## src/rtl/y86_pipe_regs.sv

```systemverilog
// Y86-64 pipeline register bank: F (predicted PC), D (fetch->decode) and
// E (decode->execute) registers, plus debug counters and a sticky flag for
// the illegal D_stall+D_bubble combination.
module y86_pipe_regs #(
    parameter int              DATA_W   = 64,
    parameter logic [DATA_W-1:0] RESET_PC = '0,
    parameter int              CNT_W    = 16
) (
    input  logic              clk,
    input  logic              reset_n,
    input  logic              F_stall,
    input  logic              D_stall,
    input  logic              D_bubble,
    input  logic              E_bubble,
    input  logic [DATA_W-1:0] f_predPC,
    input  logic [3:0]        f_stat,
    input  logic [3:0]        f_icode,
    input  logic [3:0]        f_ifun,
    input  logic [3:0]        f_rA,
    input  logic [3:0]        f_rB,
    input  logic [DATA_W-1:0] f_valC,
    input  logic [DATA_W-1:0] f_valP,
    input  logic [3:0]        d_stat,
    input  logic [3:0]        d_icode,
    input  logic [3:0]        d_ifun,
    input  logic [DATA_W-1:0] d_valC,
    input  logic [DATA_W-1:0] d_valA,
    input  logic [DATA_W-1:0] d_valB,
    input  logic [3:0]        d_dstE,
    input  logic [3:0]        d_dstM,
    input  logic [3:0]        d_srcA,
    input  logic [3:0]        d_srcB,
    output logic [DATA_W-1:0] F_predPC,
    output logic [3:0]        D_stat,
    output logic [3:0]        D_icode,
    output logic [3:0]        D_ifun,
    output logic [3:0]        D_rA,
    output logic [3:0]        D_rB,
    output logic [DATA_W-1:0] D_valC,
    output logic [DATA_W-1:0] D_valP,
    output logic [3:0]        E_stat,
    output logic [3:0]        E_icode,
    output logic [3:0]        E_ifun,
    output logic [3:0]        E_dstE,
    output logic [3:0]        E_dstM,
    output logic [3:0]        E_srcA,
    output logic [3:0]        E_srcB,
    output logic [DATA_W-1:0] E_valC,
    output logic [DATA_W-1:0] E_valA,
    output logic [DATA_W-1:0] E_valB,
    output logic [CNT_W-1:0]  stall_cnt,
    output logic [CNT_W-1:0]  bubble_cnt,
    output logic              ctrl_err
);

    localparam logic [3:0] I_NOP = 4'h1;
    localparam logic [3:0] S_AOK = 4'h1;
    localparam logic [3:0] R_NONE = 4'hF;

    logic [DATA_W-1:0] r_F_predPC;

    logic [3:0]        r_D_stat, r_D_icode, r_D_ifun, r_D_rA, r_D_rB;
    logic [DATA_W-1:0] r_D_valC, r_D_valP;

    logic [3:0]        r_E_stat, r_E_icode, r_E_ifun;
    logic [3:0]        r_E_dstE, r_E_dstM, r_E_srcA, r_E_srcB;
    logic [DATA_W-1:0] r_E_valC, r_E_valA, r_E_valB;

    logic [CNT_W-1:0]  r_stall_cnt, r_bubble_cnt;
    logic              r_ctrl_err;

    logic w_stall_ev, w_bubble_ev, w_conflict;

    assign w_stall_ev  = F_stall | D_stall;
    assign w_bubble_ev = D_bubble | E_bubble;
    assign w_conflict  = D_stall & D_bubble;

    // F register: hold on stall, otherwise take the next predicted PC
    always_ff @(posedge clk or negedge reset_n) begin
        if (!reset_n) begin
            r_F_predPC <= RESET_PC;
        end else if (!F_stall) begin
            r_F_predPC <= f_predPC;
        end
    end

    // D register: stall beats bubble, bubble beats normal load
    always_ff @(posedge clk or negedge reset_n) begin
        if (!reset_n) begin
            r_D_stat  <= S_AOK;
            r_D_icode <= I_NOP;
            r_D_ifun  <= 4'h0;
            r_D_rA    <= R_NONE;
            r_D_rB    <= R_NONE;
            r_D_valC  <= '0;
            r_D_valP  <= '0;
        end else if (D_stall) begin
            r_D_stat  <= r_D_stat;
            r_D_icode <= r_D_icode;
            r_D_ifun  <= r_D_ifun;
            r_D_rA    <= r_D_rA;
            r_D_rB    <= r_D_rB;
            r_D_valC  <= r_D_valC;
            r_D_valP  <= r_D_valP;
        end else if (D_bubble) begin
            r_D_stat  <= S_AOK;
            r_D_icode <= I_NOP;
            r_D_ifun  <= 4'h0;
            r_D_rA    <= R_NONE;
            r_D_rB    <= R_NONE;
            r_D_valC  <= '0;
            r_D_valP  <= '0;
        end else begin
            r_D_stat  <= f_stat;
            r_D_icode <= f_icode;
            r_D_ifun  <= f_ifun;
            r_D_rA    <= f_rA;
            r_D_rB    <= f_rB;
            r_D_valC  <= f_valC;
            r_D_valP  <= f_valP;
        end
    end

    // E register: no stall path, bubble or load every edge
    always_ff @(posedge clk or negedge reset_n) begin
        if (!reset_n) begin
            r_E_stat  <= S_AOK;
            r_E_icode <= I_NOP;
            r_E_ifun  <= 4'h0;
            r_E_dstE  <= R_NONE;
            r_E_dstM  <= R_NONE;
            r_E_srcA  <= R_NONE;
            r_E_srcB  <= R_NONE;
            r_E_valC  <= '0;
            r_E_valA  <= '0;
            r_E_valB  <= '0;
        end else if (E_bubble) begin
            r_E_stat  <= S_AOK;
            r_E_icode <= I_NOP;
            r_E_ifun  <= 4'h0;
            r_E_dstE  <= R_NONE;
            r_E_dstM  <= R_NONE;
            r_E_srcA  <= R_NONE;
            r_E_srcB  <= R_NONE;
            r_E_valC  <= '0;
            r_E_valA  <= '0;
            r_E_valB  <= '0;
        end else begin
            r_E_stat  <= d_stat;
            r_E_icode <= d_icode;
            r_E_ifun  <= d_ifun;
            r_E_dstE  <= d_dstE;
            r_E_dstM  <= d_dstM;
            r_E_srcA  <= d_srcA;
            r_E_srcB  <= d_srcB;
            r_E_valC  <= d_valC;
            r_E_valA  <= d_valA;
            r_E_valB  <= d_valB;
        end
    end

    // Saturating event counters; simultaneous controls count as one event
    always_ff @(posedge clk or negedge reset_n) begin
        if (!reset_n) begin
            r_stall_cnt  <= '0;
            r_bubble_cnt <= '0;
        end else begin
            if (w_stall_ev && (r_stall_cnt != {CNT_W{1'b1}})) begin
                r_stall_cnt <= r_stall_cnt + 1'b1;
            end
            if (w_bubble_ev && (r_bubble_cnt != {CNT_W{1'b1}})) begin
                r_bubble_cnt <= r_bubble_cnt + 1'b1;
            end
        end
    end

    // Sticky flag for the stall+bubble conflict on D; only reset clears it
    always_ff @(posedge clk or negedge reset_n) begin
        if (!reset_n) begin
            r_ctrl_err <= 1'b0;
        end else if (w_conflict) begin
            r_ctrl_err <= 1'b1;
        end
    end

    assign F_predPC   = r_F_predPC;
    assign D_stat     = r_D_stat;
    assign D_icode    = r_D_icode;
    assign D_ifun     = r_D_ifun;
    assign D_rA       = r_D_rA;
    assign D_rB       = r_D_rB;
    assign D_valC     = r_D_valC;
    assign D_valP     = r_D_valP;
    assign E_stat     = r_E_stat;
    assign E_icode    = r_E_icode;
    assign E_ifun     = r_E_ifun;
    assign E_dstE     = r_E_dstE;
    assign E_dstM     = r_E_dstM;
    assign E_srcA     = r_E_srcA;
    assign E_srcB     = r_E_srcB;
    assign E_valC     = r_E_valC;
    assign E_valA     = r_E_valA;
    assign E_valB     = r_E_valB;
    assign stall_cnt  = r_stall_cnt;
    assign bubble_cnt = r_bubble_cnt;
    assign ctrl_err   = r_ctrl_err;

endmodule

```

## config.mk

```make
export PLATFORM = sky130hd
export DESIGN_NAME = y86_pipe_regs
export DESIGN_NICKNAME = d
export VERILOG_FILES = /design/src/rtl/y86_pipe_regs.sv
export SDC_FILE = /design/constraint.sdc
export NUM_CORES = 1
export LEC_CHECK = 0
export ABC_AREA = 1
export CAP_MARGIN = 20
export CORE_AREA = 10 10 345 347
export CTS_CLUSTER_SIZE = 8
export DETAILED_ROUTE_END_ITERATION = 16
export DIE_AREA = 0 0 355 357
export PLACE_DENSITY = 0.42
export REMOVE_ABC_BUFFERS = 1
export SKIP_CTS_REPAIR_TIMING = 1
export SLEW_MARGIN = 20
export SYNTH_ARGS = -nofsm -noshare
export SYNTH_HDL_FRONTEND = slang
export SYNTH_SLANG_ARGS = --single-unit
```

## constraint.sdc

```tcl
create_clock -name clk -period 1.6 [get_ports clk]
set_input_delay 0.16 -clock clk [delete_from_list [all_inputs] [get_ports clk]]
set_output_delay 0.16 -clock clk [all_outputs]
set_load 0.005 [all_outputs]
```

# == Word level (Yosys, flattened, before mapping) ==
# Index checks and enable logic that the tools add are counted.
# totals
ramBits,0
output_inout_bits,465
word_cells,47
latchBits,0
mem_count,0
mem_bits_ro,0
register_bits,465
in_bits,438
# classes
n_addsub,2
muxes,17
n_shift,0
n_reduce_logical,2
order_cmp,0
n_div,0
bitwise_logic,3
multipliers,0
eq_ne,2
# op_table
op,count
$mux 64,5
$mux 4,12
$add 16x1->16 const B,2
$ne 16x16->1 const B,2
$logic_and 1x1->1,2
$or 1x1->1,2
$and 1x1->1,1

# == Logic depth before layout (Yosys ltp) ==
# Gate-level depths: netlist (run 1).
# logic_depth
ltp_word,2
ltp_mapped,10
mapped_depth_nobuf,9

# == Worst setup path after synthesis (run 1) ==
# OpenSTA, ideal clock, no wires.
# synth_timing
kind,register -> register
start,register r_stall_cnt[0] (netlist: stall_cnt[0])
end,register r_stall_cnt[0] (netlist: stall_cnt[0])
synth_period_minus_slack_ps,1461
arrival_time_ps,1396
stages_incl_launch_ff,9
setup_time_ps,65
n_path_buf,2
t_required_ps,1535
path_slack_ps,139
cell_sequence,dfrtp_1 ha_1 buf_2 nand3_4 nor2_1 nor2_1 buf_2 nand2_1 nand2_1
# synth_via
elab_chain_cells,2
elab_cells_between_ends,3
cone_classes,add/sub (1); eq/ne (1); reduce/logical (1)
# synth_lines
element,line_no,rtl
from (decl),69,"logic [CNT_W-1:0] r_stall_cnt, r_bubble_cnt;"
from (signal assigned),169,r_stall_cnt <= r_stall_cnt + 1'b1;
branches (longest 2 deep; another with $add 16x1->16),--,
# Parallel ways; which one is timed is not known.
# A chain may end at the register's enable or synchronous reset.

# == Worst setup path after layout (run 1) ==
# layout_timing
start,register r_bubble_cnt[13] (netlist: bubble_cnt[13])
end,output port bubble_cnt[13]
# layout_rtl
element,line_no,rtl
from (decl),69,
from (signal assigned),172,r_bubble_cnt <= r_bubble_cnt + 1'b1;
to (decl),52,"output logic [CNT_W-1:0] bubble_cnt,"
# No word-level cell between the ends.

==> results.json, run 1 <==
{
  "outcome": "finished, final reports clean",
  "start_util_pct": 15.0,
  "synth_commonest_cells": "dfrtp_1 (437), nand2_1 (329), nor2_1 (241)",
  "ios": 903,
  "layout-drive-gt1-share_pct": 10.1,
  "cts_buffers": 70,
  "p_per_area_mw_per_mm2": 1020,
  "rsz0062_at_grt": "no",
  "fmax_ghz": 0.671,
  "antenna_found_initial": 57,
  "totalPowerFinal_mw": 32.3,
  "cts_tree": "done",
  "final_cell_count_no_fill": 4125,
  "clk_latency_ps": 610,
  "hold_ws_ps": 39.9,
  "overflow": 0,
  "dp_hpwl_um": 77400,
  "crit_type": "flop to output port",
  "grtUsageTotal_pct": 14.3,
  "min_period_ps": 1490,
  "syn_inst": 1566,
  "portBuffers": 902,
  "drc_errors": 0,
  "clk_pin_slew_ps": 50,
  "vias": 14800,
  "min_path_type": "input port to asynchronous set/reset pin",
  "ys_top_cells_by_area": "dfrtp_1 (65%), nand2_1 (7.3%), a22o_1 (7.2%)",
  "syn_area_sq_mm": 0.0168,
  "num_rows": 123,
  "peakVddDrop_v": 0.000752,
  "grt_max_degree": 67,
  "ant_nets": 0,
  "max_cap_viol_count": 0,
  "synth_most_common_cell": "dfrtp_1",
  "critPathRequiredTime_ps": 1440,
  "area_growth_pct": 88.7,
  "cts.sinks": 465,
  "root_buffer": "clkbuf_16",
  "wl_per_cell_um": 23.0,
  "grt_pass1_vias": 15700,
  "met1_usage_pct": 15.5,
  "slew_viol_final": 0,
  "die_area_sq_mm": 0.127,
  "post-route-util_pct": 28.3,
  "globalplace.congestion": 0.770,
  "startpoint_type": "flop",
  "cts_buffer_depth": 3,
  "ys.warnings.count": 0,
  "relSlewSlack_pct": 63.7,
  "first_pass_iters": 6,
  "synth-edff-count": 0,
  "post-route-period-util_pct": 93.1,
  "die_w_um": 355,
  "synthFlopType": "dfrtp_1",
  "core_sq_mm": 0.112,
  "dp.cells": 3995,
  "synth_seq_cells": 465,
  "h-tree-depth": 3,
  "arrival_ps": 1330,
  "busiest_layer": "met2",
  "yosys.cell_types.count": 25,
  "synth_top_area_cell": "dfrtp_1",
  "vias_per_cell": 3.60,
  "p_leak_nw": 20.2,
  "met3_usage_pct": 6.34,
  "finalClockSkew_ps": 10.4,
  "seq_area_frac_synth_pct": 69.4,
  "drtIter0Drc": 693,
  "syn_area_per_cell_sq_um": 10.7,
  "synth_top_area_share_pct": 65.0,
  "setup_viol": 0,
  "hold_viol_final": 0,
  "synthArstFlopShare_pct": 100,
  "grt_pass1_wl_um": 129000,
  "path_max_fanout": 5,
  "gr-usage-met2_pct": 25.3,
  "critPathCaptureType": "output port",
  "wirelength_um": 94700,
  "die_h_um": 357,
  "nNetsFinal": 3021,
  "tightest_slew_ps": 543
}
## area by class of cell
class	count	area [sq um]
Timing Repair Buffer	1016	11300
Sequential cell	465	11700
Clock buffer	100	1890
Multi-Input combinational cell	796	4000
Clock inverter	8	68.8
Inverter	232	871
Fill cell	11900	80300
Tap cell	1500	1880
Antenna cell	8	20.0
## cell usage in the layout (no fill, tap or decap), types with 2 or more instances in the layout
cell type        count
inv_6                4
dlymetal6s2s_1     460
xnor2_1             13
nand2_2              3
clkbuf_8             4
dfrtp_1            435
nor2_4               2
nor2_2               3
o22a_1              10
clkdlybuf4s50_1    433
clkinv_2             2
ha_1                 2
nor2_1             237
clkbuf_1            27
clkbuf_16           70
o21ai_1              4
inv_1              228
buf_4               88
dfrtp_2              2
diode_2              8
or2_2               18
buf_12              26
clkbuf_2             3
nand3_1             14
inv_2                3
dfstp_2             28
nand4_1             10
a22o_1             138
o21ai_0              8
dlygate4sd3_1        2
nand2_1            329
## sequential cells by signal, summed over array words and instances (netlist names), 16 cells and up
| name | cells |
|---|---|
| D_valC | 64 |
| D_valP | 64 |
| E_valA | 64 |
| E_valB | 64 |
| E_valC | 64 |
| F_predPC | 64 |
| bubble_cnt | 16 |
| stall_cnt | 16 |
## where the power goes
group          switching, mW  total, mW  internal (mW)
combinational           2.34       5.47           3.14
clock                   5.60       13.7           8.14
sequential             0.408       13.1           12.7
## kinds of logic after synthesis
logic type | count (synthesis) | synth area share, %
buf+inv | 305 | 7.03
compound gates | 162 | 8.20
flops | 465 | 69.4
simple gates | 619 | 14.6
xor+xnor | 13 | 0.677
fa+ha+maj | 2 | 0.149
## worst max-delay path: stages (launching register included)
cell and delay (ps):
dfrtp_1 380, buf_4 150, dlymetal6s2s_1 190
## layer usage
metal / vias to the layer above / wire length, um
met2: 634 / 48000
met3: 178 / 9430
met1: 7136 / 35200
met4: 2 / 2070
li1: 6898 / -
met5: - / 13
## through the flow
stage / setup slack [ps] / area, sq um / TNS [ps]
finish: 110 / 31700 / 0
global route: 0.435 / 31700 / 0
CTS: -475 / 30500 / -68570
detailed placement: -175 / 28500 / -2080
global placement: -141 / 28500 / -1650
floorplan: -3740 / 16500 / -504140
## path summary, 6_finish.rpt
check	cells after the start	endpoint	slack [ps]	start
max reg2reg	9	bubble_cnt[11]$_DFFE_PN0P_	160	bubble_cnt[3]$_DFFE_PN0P_
min	2	E_valA[25]$_DFF_PN0_	40	reset_n
min reg2reg	1	ctrl_err$_DFFE_PN0P_	470	ctrl_err$_DFFE_PN0P_
max	2	bubble_cnt[13]	110	bubble_cnt[13]$_DFFE_PN0P_
min in group clk	3	E_valA[49]$_DFF_PN0_	50	d_valA[49]
max in group asynchronous	4	D_rA[3]$_DFFE_PN1N_	790	reset_n
No activity file was read; power rests on OpenSTA's default activity.
==> inputs of run 2 (changes only) <==
--- a/config.mk
+++ b/config.mk
@@ -11,10 +11,11 @@
 export CTS_CLUSTER_SIZE = 8
 export DETAILED_ROUTE_END_ITERATION = 16
 export DIE_AREA = 0 0 355 357
+export MAX_ROUTING_LAYER = met4
 export PLACE_DENSITY = 0.42
 export REMOVE_ABC_BUFFERS = 1
 export SKIP_CTS_REPAIR_TIMING = 1
-export SLEW_MARGIN = 20
+export SLEW_MARGIN = 0
 export SYNTH_ARGS = -nofsm -noshare
 export SYNTH_HDL_FRONTEND = slang
 export SYNTH_SLANG_ARGS = --single-unit
==> run 2 against run 1 <==
Effect of this change:
- combinational power is essentially flat
- register-to-register slack about the same
- global-route usage grew 0.43 points
- total power about the same
- core utilization about the same
- design area is essentially flat
- critical path depth unchanged
- via count is essentially flat
- sequential share of layout area about the same
- non-clock buffer count is the same
- fmax is 0.59% higher
==> results.json, run 2 (synthesized netlist as in run 1, its figures left out) <==
{
  "ios": 903,
  "critPathCaptureType": "output port",
  "ant_nets": 0,
  "dp.cells": 3995,
  "die_h_um": 357,
  "combPwrFrac_pct": 16.9,
  "rsz0062_at_grt": "no",
  "dp_hpwl_um": 77400,
  "hold_viol_final": 0,
  "clockPowerShare_pct": 42.6,
  "p_sw_mw": 8.34,
  "vias": 14900,
  "setup_viol": 0,
  "final_cell_mix": "dlymetal6s2s_1 (460), dfrtp_1 (435), clkdlybuf4s50_1 (433)",
  "gr-usage-met2_pct": 25.3,
  "multi_input_area_sq_mm": 0.00400,
  "layout-drive-gt1-share_pct": 10.1,
  "die_area_sq_mm": 0.127,
  "min_path_type": "input port to flop",
  "p_per_area_mw_per_mm2": 1020,
  "globalplace.congestion": 0.780,
  "grt_pass1_vias": 15800,
  "core_sq_mm": 0.112,
  "wl_per_cell_um": 22.9,
  "crit_type": "flop to output port",
  "path_max_fanout": 3,
  "crit_end": "bubble_cnt[3]",
  "switching_share_pct": 25.8,
  "slew_viol_final": 0,
  "timing.rr.start": "bubble_cnt[3]$_DFFE_PN0P_",
  "min_period_ps": 1480,
  "fmax_ghz": 0.675,
  "peakVddDrop_v": 0.000739,
  "reg2reg_slack_ps": 160,
  "h-tree-depth": 3,
  "outcome": "finished, final reports clean",
  "mostFrequentLayoutCell": "dlymetal6s2s_1",
  "p_leak_nw": 20.2,
  "final_cell_count_no_fill": 4127,
  "fin_ws_ps": 119,
  "r2r_cells": 9,
  "grt_pass1_wl_um": 129000,
  "overflow": 0,
  "antenna_found_initial": 57,
  "relSlewSlack_pct": 63.6,
  "dp_slack_ps": -175,
  "hold_ws_ps": 44.8,
  "first_pass_iters": 4,
  "critPathRequiredTime_ps": 1440,
  "arrival_ps": 1320,
  "wirelength_um": 94700,
  "finalClockSkew_ps": 11.4,
  "cts_buffers": 70,
  "die_w_um": 355,
  "clk_latency_ps": 610,
  "clk_pin_slew_ps": 50,
  "vias_per_cell": 3.60,
  "num_rows": 123,
  "grt_max_degree": 67,
  "totalPowerFinal_mw": 32.3,
  "startpoint": "bubble_cnt[3]$_DFFE_PN0P_",
  "rr_endpoint": "bubble_cnt[11]$_DFFE_PN0P_",
  "drc_errors": 0,
  "tightest_slew_ps": 545,
  "met1_usage_pct": 15.6,
  "met3_usage_pct": 6.19,
  "post-route-period-util_pct": 92.6,
  "cts.sinks": 465,
  "max_cap_viol_count": 0,
  "slowest_delay_ps": 400,
  "drtIter0Drc": 642,
  "nNetsFinal": 3021,
  "grtUsageTotal_pct": 14.7,
  "cts_tree": "done",
  "nFillCells": 11900,
  "worstPathCellList": "buf_4, dlymetal6s2s_1",
  "busiest_layer": "met2",
  "power_frac_seq_pct": 40.5,
  "root_buffer": "clkbuf_16",
  "area_growth_pct": 88.7,
  "start_util_pct": 15.0,
  "cts_buffer_depth": 3,
  "startpoint_type": "flop",
  "slowest_stage": "dfrtp_1",
  "ff_latch_area_sq_mm": 0.0117,
  "internal_power_mw": 23.9,
  "portBuffers": 902
}
==> run 2: cell types whose count changed in the layout (fill, tap and decap cells not counted) <==
| cell | before | now |
|---|---|---|
| diode_2 | 8 | 10 |
==> run 2: through the flow <==
stage	setup TNS [ps]	instance area (sq um)	util [%]
finish	0	31800	28.3
global route	0	31700	28.3
CTS	-68570	30500	27.2
detailed placement	-2080	28500	25.4
global placement	-1650	28500	25.4
floorplan	-504140	16500	-
==> run 2: power by group through the flow <==
stage,clock network [mW],logic [mW],registers [mW]
after global routing,14.8,5.99,13.2
after detailed placement,0,5.71,13.3
final,13.7,5.47,13.1
after floorplan,0,1.05,13.4
after global placement,0,5.73,13.3
after CTS,14.3,5.74,13.1
==> run 2: worst max-delay path, delay by kind of cell (launching register included) <==
family,cells,cell delay (ps)
flip-flops,1,400
buffers and inverters,2,320
==> run 2: layer usage <==
layer  vias to the layer above  part of all wire [%]
met3                       186                   9.9
met1                      7138                    37
li1                       6898                     -
met4                         0                   2.2
met5                         -                     0
met2                       639                    51
==> run 2: worst min path at each step <==
stage          cells after the start        from  slack, ps                      to
2_1_floorplan                      0     reset_n       -140  D_icode[1]$_DFFE_PN0N_
3_3_place_gp                       1     reset_n         70    E_valA[25]$_DFF_PN0_
3_5_place_dp                       1     reset_n         80    E_valA[25]$_DFF_PN0_
4_1_cts                            1     reset_n       -610    E_valA[25]$_DFF_PN0_
5_1_grt                            3   d_stat[3]         10     E_stat[3]$_DFF_PN0_
6_report                           3  d_valA[41]         40    E_valA[41]$_DFF_PN0_
==> run 2: area by class of cell <==
cell class / count / share of cell area (%)
diodes: 10 / 0.0788
multi-input cells: 796 / 12.6
clock inverters: 8 / 0.217
clock buffers: 100 / 5.97
inverters: 232 / 2.74
flip-flops and latches: 465 / 36.8
well taps: 1500 / 5.91
repair buffers: 1016 / 35.7
